===== config.mk =====
export PLATFORM = sky130hd
export DESIGN_NAME = pc_gen
export DESIGN_NICKNAME = d
export VERILOG_FILES = /design/src/rtl/pc_gen.sv
export SDC_FILE = /design/constraint.sdc
export NUM_CORES = 1
export LEC_CHECK = 0
export CORE_ASPECT_RATIO = 1.4
export CORE_MARGIN = 2
export CORE_UTILIZATION = 40
export DETAILED_ROUTE_END_ITERATION = 16
export PLACE_DENSITY = 0.77
export SLEW_MARGIN = 20
export SYNTH_ARGS = -nofsm -noshare
export SYNTH_HDL_FRONTEND = slang
export SYNTH_SLANG_ARGS = --single-unit

===== constraint.sdc =====
create_clock -name clk_i_PCG -period 2 [get_ports clk_i_PCG]
set_input_delay 0.3 -clock clk_i_PCG [delete_from_list [all_inputs] [get_ports clk_i_PCG]]
set_output_delay 0.3 -clock clk_i_PCG [all_outputs]
set_load 0.005 [all_outputs]

===== src/rtl/pc_gen.sv =====
// Program-counter generator: drives instruction-ROM address/enable under a
// valid/ready fetch handshake with trap > branch > halt > stall > transfer priority.
module pc_gen #(
  parameter int                    ADDR_WIDTH = 32,
  parameter int                    INC        = 4,
  parameter logic [ADDR_WIDTH-1:0] RESET_ADDR = '0,
  parameter logic [ADDR_WIDTH-1:0] TRAP_ADDR  = ADDR_WIDTH'(32'h0000_0100),
  parameter int                    CNT_WIDTH  = 16
) (
  input  logic                  clk_i_PCG,
  input  logic                  reset_i_PCG,
  input  logic                  stall_i_PCG,
  input  logic                  halt_i_PCG,
  input  logic                  branch_i_PCG,
  input  logic [ADDR_WIDTH-1:0] branch_addr_i_PCG,
  input  logic                  trap_i_PCG,
  input  logic                  fetch_ack_i_PCG,
  output logic [ADDR_WIDTH-1:0] pc_addr_o_PCG,
  output logic [ADDR_WIDTH-1:0] pc_plus_o_PCG,
  output logic                  chip_enable_o_PCG,
  output logic                  fetch_req_o_PCG,
  output logic                  misalign_o_PCG,
  output logic [CNT_WIDTH-1:0]  fetch_cnt_o_PCG
);

  localparam logic [ADDR_WIDTH-1:0] INC_V    = ADDR_WIDTH'(INC);
  localparam logic [ADDR_WIDTH-1:0] LOW_MASK = ADDR_WIDTH'(INC - 1);

  localparam logic [1:0] S_IDLE = 2'd0;
  localparam logic [1:0] S_RUN  = 2'd1;
  localparam logic [1:0] S_HALT = 2'd2;

  logic [1:0]            state;
  logic                  xfer;
  logic                  branch_unaligned;
  logic [ADDR_WIDTH-1:0] branch_target;

  assign xfer             = fetch_req_o_PCG & fetch_ack_i_PCG & ~stall_i_PCG;
  assign branch_unaligned = |(branch_addr_i_PCG & LOW_MASK);
  assign branch_target    = branch_addr_i_PCG & ~LOW_MASK;
  assign pc_plus_o_PCG    = pc_addr_o_PCG + INC_V;

  always_ff @(posedge clk_i_PCG or posedge reset_i_PCG) begin
    if (reset_i_PCG) begin
      state             <= S_IDLE;
      pc_addr_o_PCG     <= RESET_ADDR;
      chip_enable_o_PCG <= 1'b0;
      fetch_req_o_PCG   <= 1'b0;
      misalign_o_PCG    <= 1'b0;
      fetch_cnt_o_PCG   <= '0;
    end else begin
      misalign_o_PCG <= 1'b0;
      // Redirect cycles still count a completed transfer; flushing is downstream.
      if (xfer) fetch_cnt_o_PCG <= fetch_cnt_o_PCG + CNT_WIDTH'(1);

      case (state)
        S_IDLE: begin
          state             <= S_RUN;
          chip_enable_o_PCG <= 1'b1;
          fetch_req_o_PCG   <= 1'b1;
        end
        S_RUN: begin
          if (trap_i_PCG) begin
            pc_addr_o_PCG <= TRAP_ADDR;
          end else if (branch_i_PCG) begin
            pc_addr_o_PCG  <= branch_target;
            misalign_o_PCG <= branch_unaligned;
          end else if (halt_i_PCG) begin
            fetch_req_o_PCG <= 1'b0;
            state           <= S_HALT;
          end else if (!stall_i_PCG && fetch_req_o_PCG && fetch_ack_i_PCG) begin
            pc_addr_o_PCG <= pc_addr_o_PCG + INC_V;
          end
        end
        S_HALT: begin
          if (trap_i_PCG) begin
            pc_addr_o_PCG   <= TRAP_ADDR;
            fetch_req_o_PCG <= 1'b1;
            state           <= S_RUN;
          end else if (!halt_i_PCG) begin
            fetch_req_o_PCG <= 1'b1;
            state           <= S_RUN;
          end
        end
        default: begin
          state           <= S_IDLE;
          fetch_req_o_PCG <= 1'b0;
        end
      endcase
    end
  end

endmodule


# After elaboration in Yosys (flattened, before gate mapping)
# Cells that the tools add are included.
[totals] register_bits=53 latchBits=0 ram_bits=0 romBits=0 word_cells=49 memories=0
[classes] add_sub_neg=2 multipliers=0 n_div=0 n_lt_le_gt_ge=0 n_eq_ne=9 n_shift=0 mux=21 bitwise=3 reduce_logical=8
[op_table] cell="2-to-1 mux 32 bit" n=5
[op_table] cell="case mux 32 bit (2 select lines)" n=1
[op_table] cell="adder 32 x 3 -> 32 bit, second input constant" n=1
[op_table] cell="adder 16 x 1 -> 16 bit, second input constant" n=1
[op_table] cell="2-to-1 mux 2 bit" n=5
[op_table] cell="2-to-1 mux 1 bit" n=8
[op_table] cell="inequality test 2 bit, second input constant" n=4
[op_table] cell="inequality test 4 bit, second input constant" n=2
[op_table] cell="AND reduction 4 bit" n=2
[op_table] cell="case mux 2 bit (3 select lines)" n=1
[op_table] cell="inequality test 3 bit, second input constant" n=1
[op_table] cell="case mux 1 bit (3 select lines)" n=1
[op_table] cell="bitwise AND 1 bit" n=2
[op_table] cell="equality test 2 x 1 -> 1 bit, second input constant" n=1
[op_table] cell="equality test 2 bit, second input constant" n=1
[op_table] cell="logical AND 1 bit" n=2
[op_table] cell="zero test 2 bit" n=1
[op_table] cell="nonzero test 2 bit" n=1
[op_table] cell="OR reduction 2 bit" n=1
[op_table] cell="zero test 1 bit" n=1
[op_table] cell="inverter 1 bit" n=1

# Logic depth before layout (Yosys ltp)
# Gate-level depths: netlist of run 1.
[logic_depth] word_depth=8 ltp_mapped=8 ltp_nobuf=7

# Worst setup path before layout of run 1
# OpenSTA, ideal clock, no wires.
[synth_timing] path_type="reg2out" start="register pc_addr_o_PCG[2]" end="output pc_plus_o_PCG[28]" arrival_ns=1.732 t_required_ns=1.700 slack_ns=-0.032 path_stages_with_launch=8 path_buffers=1 cell_sequence="dfrtp_1 -> ha_1 -> nand3_2 -> nor4_4 -> and3_1 -> buf_2 -> nand3_1 -> xnor2_1"
[synth_between] elab_chain_len=1
[synth_rtl] item="start: declaration" line="18" text="output logic [ADDR_WIDTH-1:0] pc_addr_o_PCG,"
[synth_rtl] item="start signal: assignment" line="66" text="pc_addr_o_PCG <= branch_target;"
[synth_rtl] item="start signal: assignment" line="72" text="pc_addr_o_PCG <= pc_addr_o_PCG + INC_V;"
[synth_rtl] item="adder 32 x 3 -> 32 bit" line="41" text="assign pc_plus_o_PCG = pc_addr_o_PCG + INC_V;"
[synth_rtl] item="end: declaration" line="19" text="output logic [ADDR_WIDTH-1:0] pc_plus_o_PCG,"
# No other way between the ends.

# Final worst setup path of run 1
[layout_timing] start="register pc_addr_o_PCG[10]" end="output pc_plus_o_PCG[20]"
# The elaborated chain is that of the path after synthesis.

==> impl_metrics.yaml, run 1 <==
outcome:
  status: "finished with violations"
  violations: "setup timing"
critical_path:
  critPathArrivalTime_ps: 2060
  critPathCaptureType: "primary output"
  criticalPathCategory: "flop to primary output"
  critPathLaunch: "pc_addr_o_PCG[10]"
  cp.required_ps: 1700
  reg2reg_depth: 10
  critical_path.reg2reg.startpoint: "pc_addr_o_PCG[3]"
  worstPathMaxFanout: 5
  critPathLaunchType: "flop"
route:
  totalWireLength_um: 14170
  vias: 4104
  via_per_inst: 5.931
  dr.pass1.iters: 5
  wl_per_cell_um: 20.48
  drt-initial-drc-count: 445
  ant_nets: 0
  drc: 0
logic_synthesis:
  synth_area_per_cell_um2: 9.021
  seq_area_frac_synth_pct: 38.85
  synth.cell_area_um2: 3221
  async_flop_share_pct: 100.0
  ys_warn_count: 0
  synth_cell_type_count: 50
  synthCells: 357
  synth_seq_cells: 50
  synth_ff_type: "dfrtp_1"
  synth-edff-count: 0
placement:
  dp_hpwl_um: 7850
  dp.cells: 632
  dp_worst_setup_slack_ps: -379.3
  portBuffers: 117
  placed_cell_area_um2: 5070
  place_congestion: 0.8890
global_routing:
  grt_max_degree: 27
  grt-ovfl-total: 0
  grt_pass1_wl_um: 19870
  grt_pass1_vias: 4056
  grt_use_total_pct: 29.04
  antenna_found_initial: 0
hold_path:
  hold_path_class: "primary input to async pin"
sta:
  finalClockSkew_ps: 10.15
  fin_crit_ps: 2364
  slew_viol_final: 0
  setup-violations-final: 24
  rsz0062_at_grt: "yes"
  fmax_mhz: 423.1
  hold_viol: 0
  layout_setup_ws_ps: -363.7
  fin_crit_sh_pct: 118.2
  slew_headroom_pct: 60.73
  hold-worst-slack_ps: 346.2
  worst_slew_pin_slew_ps: 588.2
run:
  drv_cap: 0
clocking:
  cts_sinks: 50
  cts_max_path_buffers: 2
  htreeDepth: 2
  hold_buffers: 0
  cts_root_buffer: "clkbuf_8"
  numCtsBuffers: 5
  cts_tree: "yes"
  clk_pin_slew_ps: 110
  insertion_delay_ps: 320
layout:
  nets: 636
  n_antenna_cell: 0
  register_area_um2: 1255
  multiInputGateArea_um2: 2316
  post_layout_nonfiller_instances: 692
  fin_area_um2: 6080
  layout.cells.most_common: "buf_4"
  most-common-layout-cells: "buf_4 (98), clkdlybuf4s50_1 (89), dfrtp_1 (47)"
  fillers: 458
  area_delta_synth_final_pct: 88.77
  drive_gt1_share_pct: 42.06
power:
  share_comb_of_total_power_pct: 63.3
  p_int_mw: 3.788
  clkPwrFrac_pct: 11.8
  p_per_area_nw_per_um2: 1061
  peakVddDrop_mv: 0.8218
  p_total_mw: 6.452
  switching_share_pct: 41.28
  p_leak_nw: 2.770
  seqPwrFrac_pct: 24.9
  p_switching_mw: 2.664
die:
  pin_count: 122
  die_h_um: 110.2
  row_count: 38
  core-area_um2: 7797
  die-area_um2: 8795
  initial_utilization_pct: 41.30
  die_w_um: 79.84
Yosys cell counts, types with 3 or more instances:
cell	number	area, µm²
dfrtp_1	50	1251
o21ai_0	32	160.2
xnor2_1	29	254.0
nor2_1	26	97.59
nand2_1	25	93.84
a21oi_1	16	80.08
inv_1	16	60.06
nand3_1	14	70.07
xor2_1	14	122.6
nand4_1	13	81.33
clkbuf_1	12	45.04
and3_1	9	56.30
nor4_1	8	50.05
a22oi_1	7	52.55
buf_2	7	35.03
nor3_1	7	35.03
o311ai_1	7	61.31
buf_4	6	45.04
ha_1	6	75.07
o2bb2ai_1	5	43.79
nand3_2	4	40.04
a31oi_1	3	18.77
a41oi_1	3	26.28
and2_1	3	18.77
o22ai_1	3	18.77
o311ai_0	3	26.28
worst paths after layout:
| check | endpoint | slack (ps) |
|---|---|---|
| setup / recovery | pc_plus_o_PCG[20] | -360 |
| min in group clk_i_PCG | fetch_cnt_o_PCG[15] | 480 |
| hold / removal | fetch_cnt_o_PCG[7] | 350 |
| max in group asynchronous | pc_addr_o_PCG[14] | 1080 |
| setup reg to reg | pc_addr_o_PCG[22] | -100 |
| hold reg to reg | fetch_cnt_o_PCG[15] | 480 |
through the flow:
step / utilization, % / TNS (ps)
final: 77.97 / -5265
after global routing: 77.97 / -7084
after CTS: 73.99 / -3197
after detailed placement: 65.02 / -8888
after global placement: 65.02 / -6224
after floorplan: - / 0
sequential cells by signal (all words and copies together) (netlist names):
name and cells:
pc_addr_o_PCG 30, state 2, fetch_cnt_o_PCG 16, misalign_o_PCG 1, chip_enable_o_PCG 1
layout make-up:
| class | count | area share, % |
|---|---|---|
| Timing Repair Buffer | 249 | 36.34 |
| Clock inverter | 3 | 0.7409 |
| Tap cell | 100 | 2.058 |
| Sequential cell | 50 | 20.64 |
| Multi-Input combinational cell | 269 | 38.09 |
| Clock buffer | 5 | 1.132 |
| Inverter | 16 | 0.9879 |
power groups by stage:
| stage | clock, mW | combinational [mW] | sequential, mW |
|---|---|---|---|
| detailed placement | 0 | 3.40 | 1.56 |
| global route | 0.793 | 4.31 | 1.62 |
| floorplan | 0 | 1.24 | 1.65 |
| CTS | 0.740 | 3.65 | 1.56 |
| global placement | 0 | 3.32 | 1.54 |
| finish | 0.758 | 4.09 | 1.61 |
logic make-up (layout without fill, tap and decap cells):
group                    after synthesis  in the layout  share of synthesized area [%]
AO/OA/AOI/OAI                         90             90                          18.45
XOR/XNOR                              43             43                          11.69
adder cells (fa/ha/maj)                6              6                          2.331
buffers and inverters                 41            273                          5.750
flip-flops                            50             50                          38.85
multiplexers                           3              3                         0.9713
other                                  1              4                         0.1164
AND/OR/NAND/NOR                      123            123                          21.83
routing by layer:
metal / track usage [%] / part of all wire [%] / up-vias / routed length [µm]
met5: 0 / 0 / - / 0
met4: 16.10 / 5.0 / 0 / 714
met3: 4.479 / 6.3 / 74 / 896
met2: 52.70 / 53 / 270 / 7489
met1: 32.21 / 36 / 2012 / 5069
li1: - / - / 1748 / -
timing repair:
item                                    CTS  global route
endpoints found under the setup margin   51            53
gates cloned                              1             0
resized for setup                       185            72
pin swaps                                38            31
setup buffers                            41            19
worst max-delay path, cell delays in order, from the launching register on:
cell     delay [ps]
dfrtp_1         440
nand4_1         160
buf_6           170
or4_4           530
nor2_4          110
xor2_1          180
buf_2           160
Power figures use the tool's default switching activity.
==> run 2, diff against run 1 <==
- ABC_CLOCK_PERIOD_IN_PS: not set -> 2000
- CORE_MARGIN: 2 -> not set
- GPL_TIMING_DRIVEN: not set -> 1
==> run 2 against run 1 <==
  * The run still ends with setup timing left
  * Non-clock buffer count is 9 higher
  * Clock power shrank 13%
  * Combinational power is essentially flat
  * Critical path depth rose by 2
  * Sequential share of layout area fell by 0.054 points
  * Fmax fell by 4.0%
  * Flip-flop and latch count stayed put
  * Sequential power is essentially flat
  * Worst hold slack worse by 19 ps
  * Core utilization up 0.13 points
  * Global-route usage increased by 1.1 points
  * Die area down 4.3%
  * Highest routed layer unchanged
==> impl_metrics.yaml, run 2 (synthesis results as in run 1) <==
power:
  p_total_mw: 6.352
  peakVddDrop_mv: 0.6767
  p_leak_nw: 2.848
  p_per_area_nw_per_um2: 1043
clocking:
  numCtsBuffers: 5
  cts_max_path_buffers: 2
  hold_buffers: 0
  htreeDepth: 2
  cts_root_buffer: "clkbuf_8"
  clk_pin_slew_ps: 100
  insertion_delay_ps: 310
  cts_sinks: 50
  cts_tree: "yes"
critical_path:
  worst-path-buf-inv: 4
  critPathArrivalTime_ps: 2160
  cpMostUsedCell: "buf_6"
  critPathCaptureType: "primary output"
  cp_slowest_cell: "dfrtp_1"
  critical_path.max_stage_delay_ps: 460
  path_cells: "nand4_1, nor4_4, buf_4, buf_6, buf_6, nand3_2, xnor2_1, buf_2"
  cpLargestDelayFamily: "simple AND/OR/NAND/NOR gates"
  criticalPathCategory: "flop to primary output"
  critPathLaunchType: "flop"
  worstPathMaxFanout: 3
  cp.required_ps: 1700
layout:
  nets: 645
  largest_reg_flops: 30
  n_antenna_cell: 0
  reg_top3: "pc_addr_o_PCG (30), fetch_cnt_o_PCG (16), state (2)"
  drive_gt1_share_pct: 40.60
  most-common-layout-cells: "buf_4 (110), clkdlybuf4s50_1 (89), dfrtp_1 (48)"
  layout.cells.most_common: "buf_4"
  finish.utilization_pct: 78.10
  area_delta_synth_final_pct: 89.08
  top_register: "pc_addr_o_PCG"
outcome:
  status: "finished with violations"
  violations: "setup timing"
global_routing:
  grt_use_total_pct: 30.12
  grt_pass1_wl_um: 19750
  grt_pass1_vias: 4090
  grt_max_degree: 51
  antenna_found_initial: 0
  grt-ovfl-total: 0
sta:
  hold-worst-slack_ps: 327.7
  worst_slew_pin_slew_ps: 490.6
  tns_ps: -7889
  layout_setup_ws_ps: -462.4
  rsz0062_at_grt: "yes"
  setup-violations-final: 29
  slew_viol_final: 0
  slew_headroom_pct: 67.04
  hold_viol: 0
  fin_crit_sh_pct: 123.1
  finalClockSkew_ps: 5.145
  fmax_mhz: 406.1
  fin_crit_ps: 2462
die:
  die_w_um: 77.84
  die_h_um: 108.2
  core-area_um2: 7797
  pin_count: 122
  row_count: 38
  die-area_um2: 8419
  initial_utilization_pct: 41.30
route:
  via_per_inst: 5.837
  drc: 0
  wl_per_cell_um: 20.02
  dr.pass1.iters: 7
  totalWireLength_um: 14030
  vias: 4092
  drt-initial-drc-count: 318
  ant_nets: 0
run:
  drv_cap: 0
hold_path:
  hold_path_class: "primary input to async pin"
placement:
  portBuffers: 117
  dp_hpwl_um: 7677
  place_congestion: 0.8364
  dp_worst_setup_slack_ps: -419.8
run 2: where the power goes:
group          leakage [nW]  internal, mW  switching, mW  total, mW
clock                0.0491         0.259          0.398      0.657
combinational          2.14          2.15           1.93       4.08
sequential            0.656          1.29          0.326       1.62
run 2: cell type report:
class,count,area (µm²)
multi-input cells,269,2282
repair buffers,258,2273
fillers,455,1708
flip-flops and latches,50,1254
well taps,100,125.1
clock buffers,5,68.82
inverters,16,60.06
clock inverters,3,26.28
run 2: routing by layer:
layer	vias to the layer above	share of wire (%)	track usage, %
met3	87	7.3	5.232
met5	-	0	0
li1	1772	-	-
met1	1971	34	32.53
met4	0	5.8	16.17
met2	262	53	55.50
run 2: final timing paths:
check | endpoint | cells past startpoint | startpoint | slack [ps]
worst max-delay path | pc_plus_o_PCG[17] | 8 | pc_addr_o_PCG[14] | -460
min in group clk_i_PCG | fetch_cnt_o_PCG[15] | 1 | fetch_cnt_o_PCG[15] | 490
worst min register to register | fetch_cnt_o_PCG[15] | 1 | fetch_cnt_o_PCG[15] | 490
max in group asynchronous | pc_addr_o_PCG[2] | 3 | reset_i_PCG | 1410
worst max register to register | pc_addr_o_PCG[30] | 11 | pc_addr_o_PCG[8] | -190
worst min-delay path | fetch_cnt_o_PCG[15] | 3 | reset_i_PCG | 330
run 2: timing repair:
| action | CTS | global route |
|---|---|---|
| resized for setup | 161 | 57 |
| pin swaps | 34 | 25 |
| setup endpoints to repair | 33 | 54 |
| setup buffers | 42 | 14 |
| cloned | 1 | 2 |
run 2: worst min-delay path: cells and delay by family:
family | cells | cell delay [ps]
buffers and inverters | 3 | 730
run 2: metrics by stage:
step | instance area [µm²] | instances
6_report | 6090 | 701
5_1_grt | 6090 | 701
4_1_cts | 5756 | 689
3_5_place_dp | 5117 | 640
3_3_place_gp | 5117 | 640
2_1_floorplan | 3236 | 360
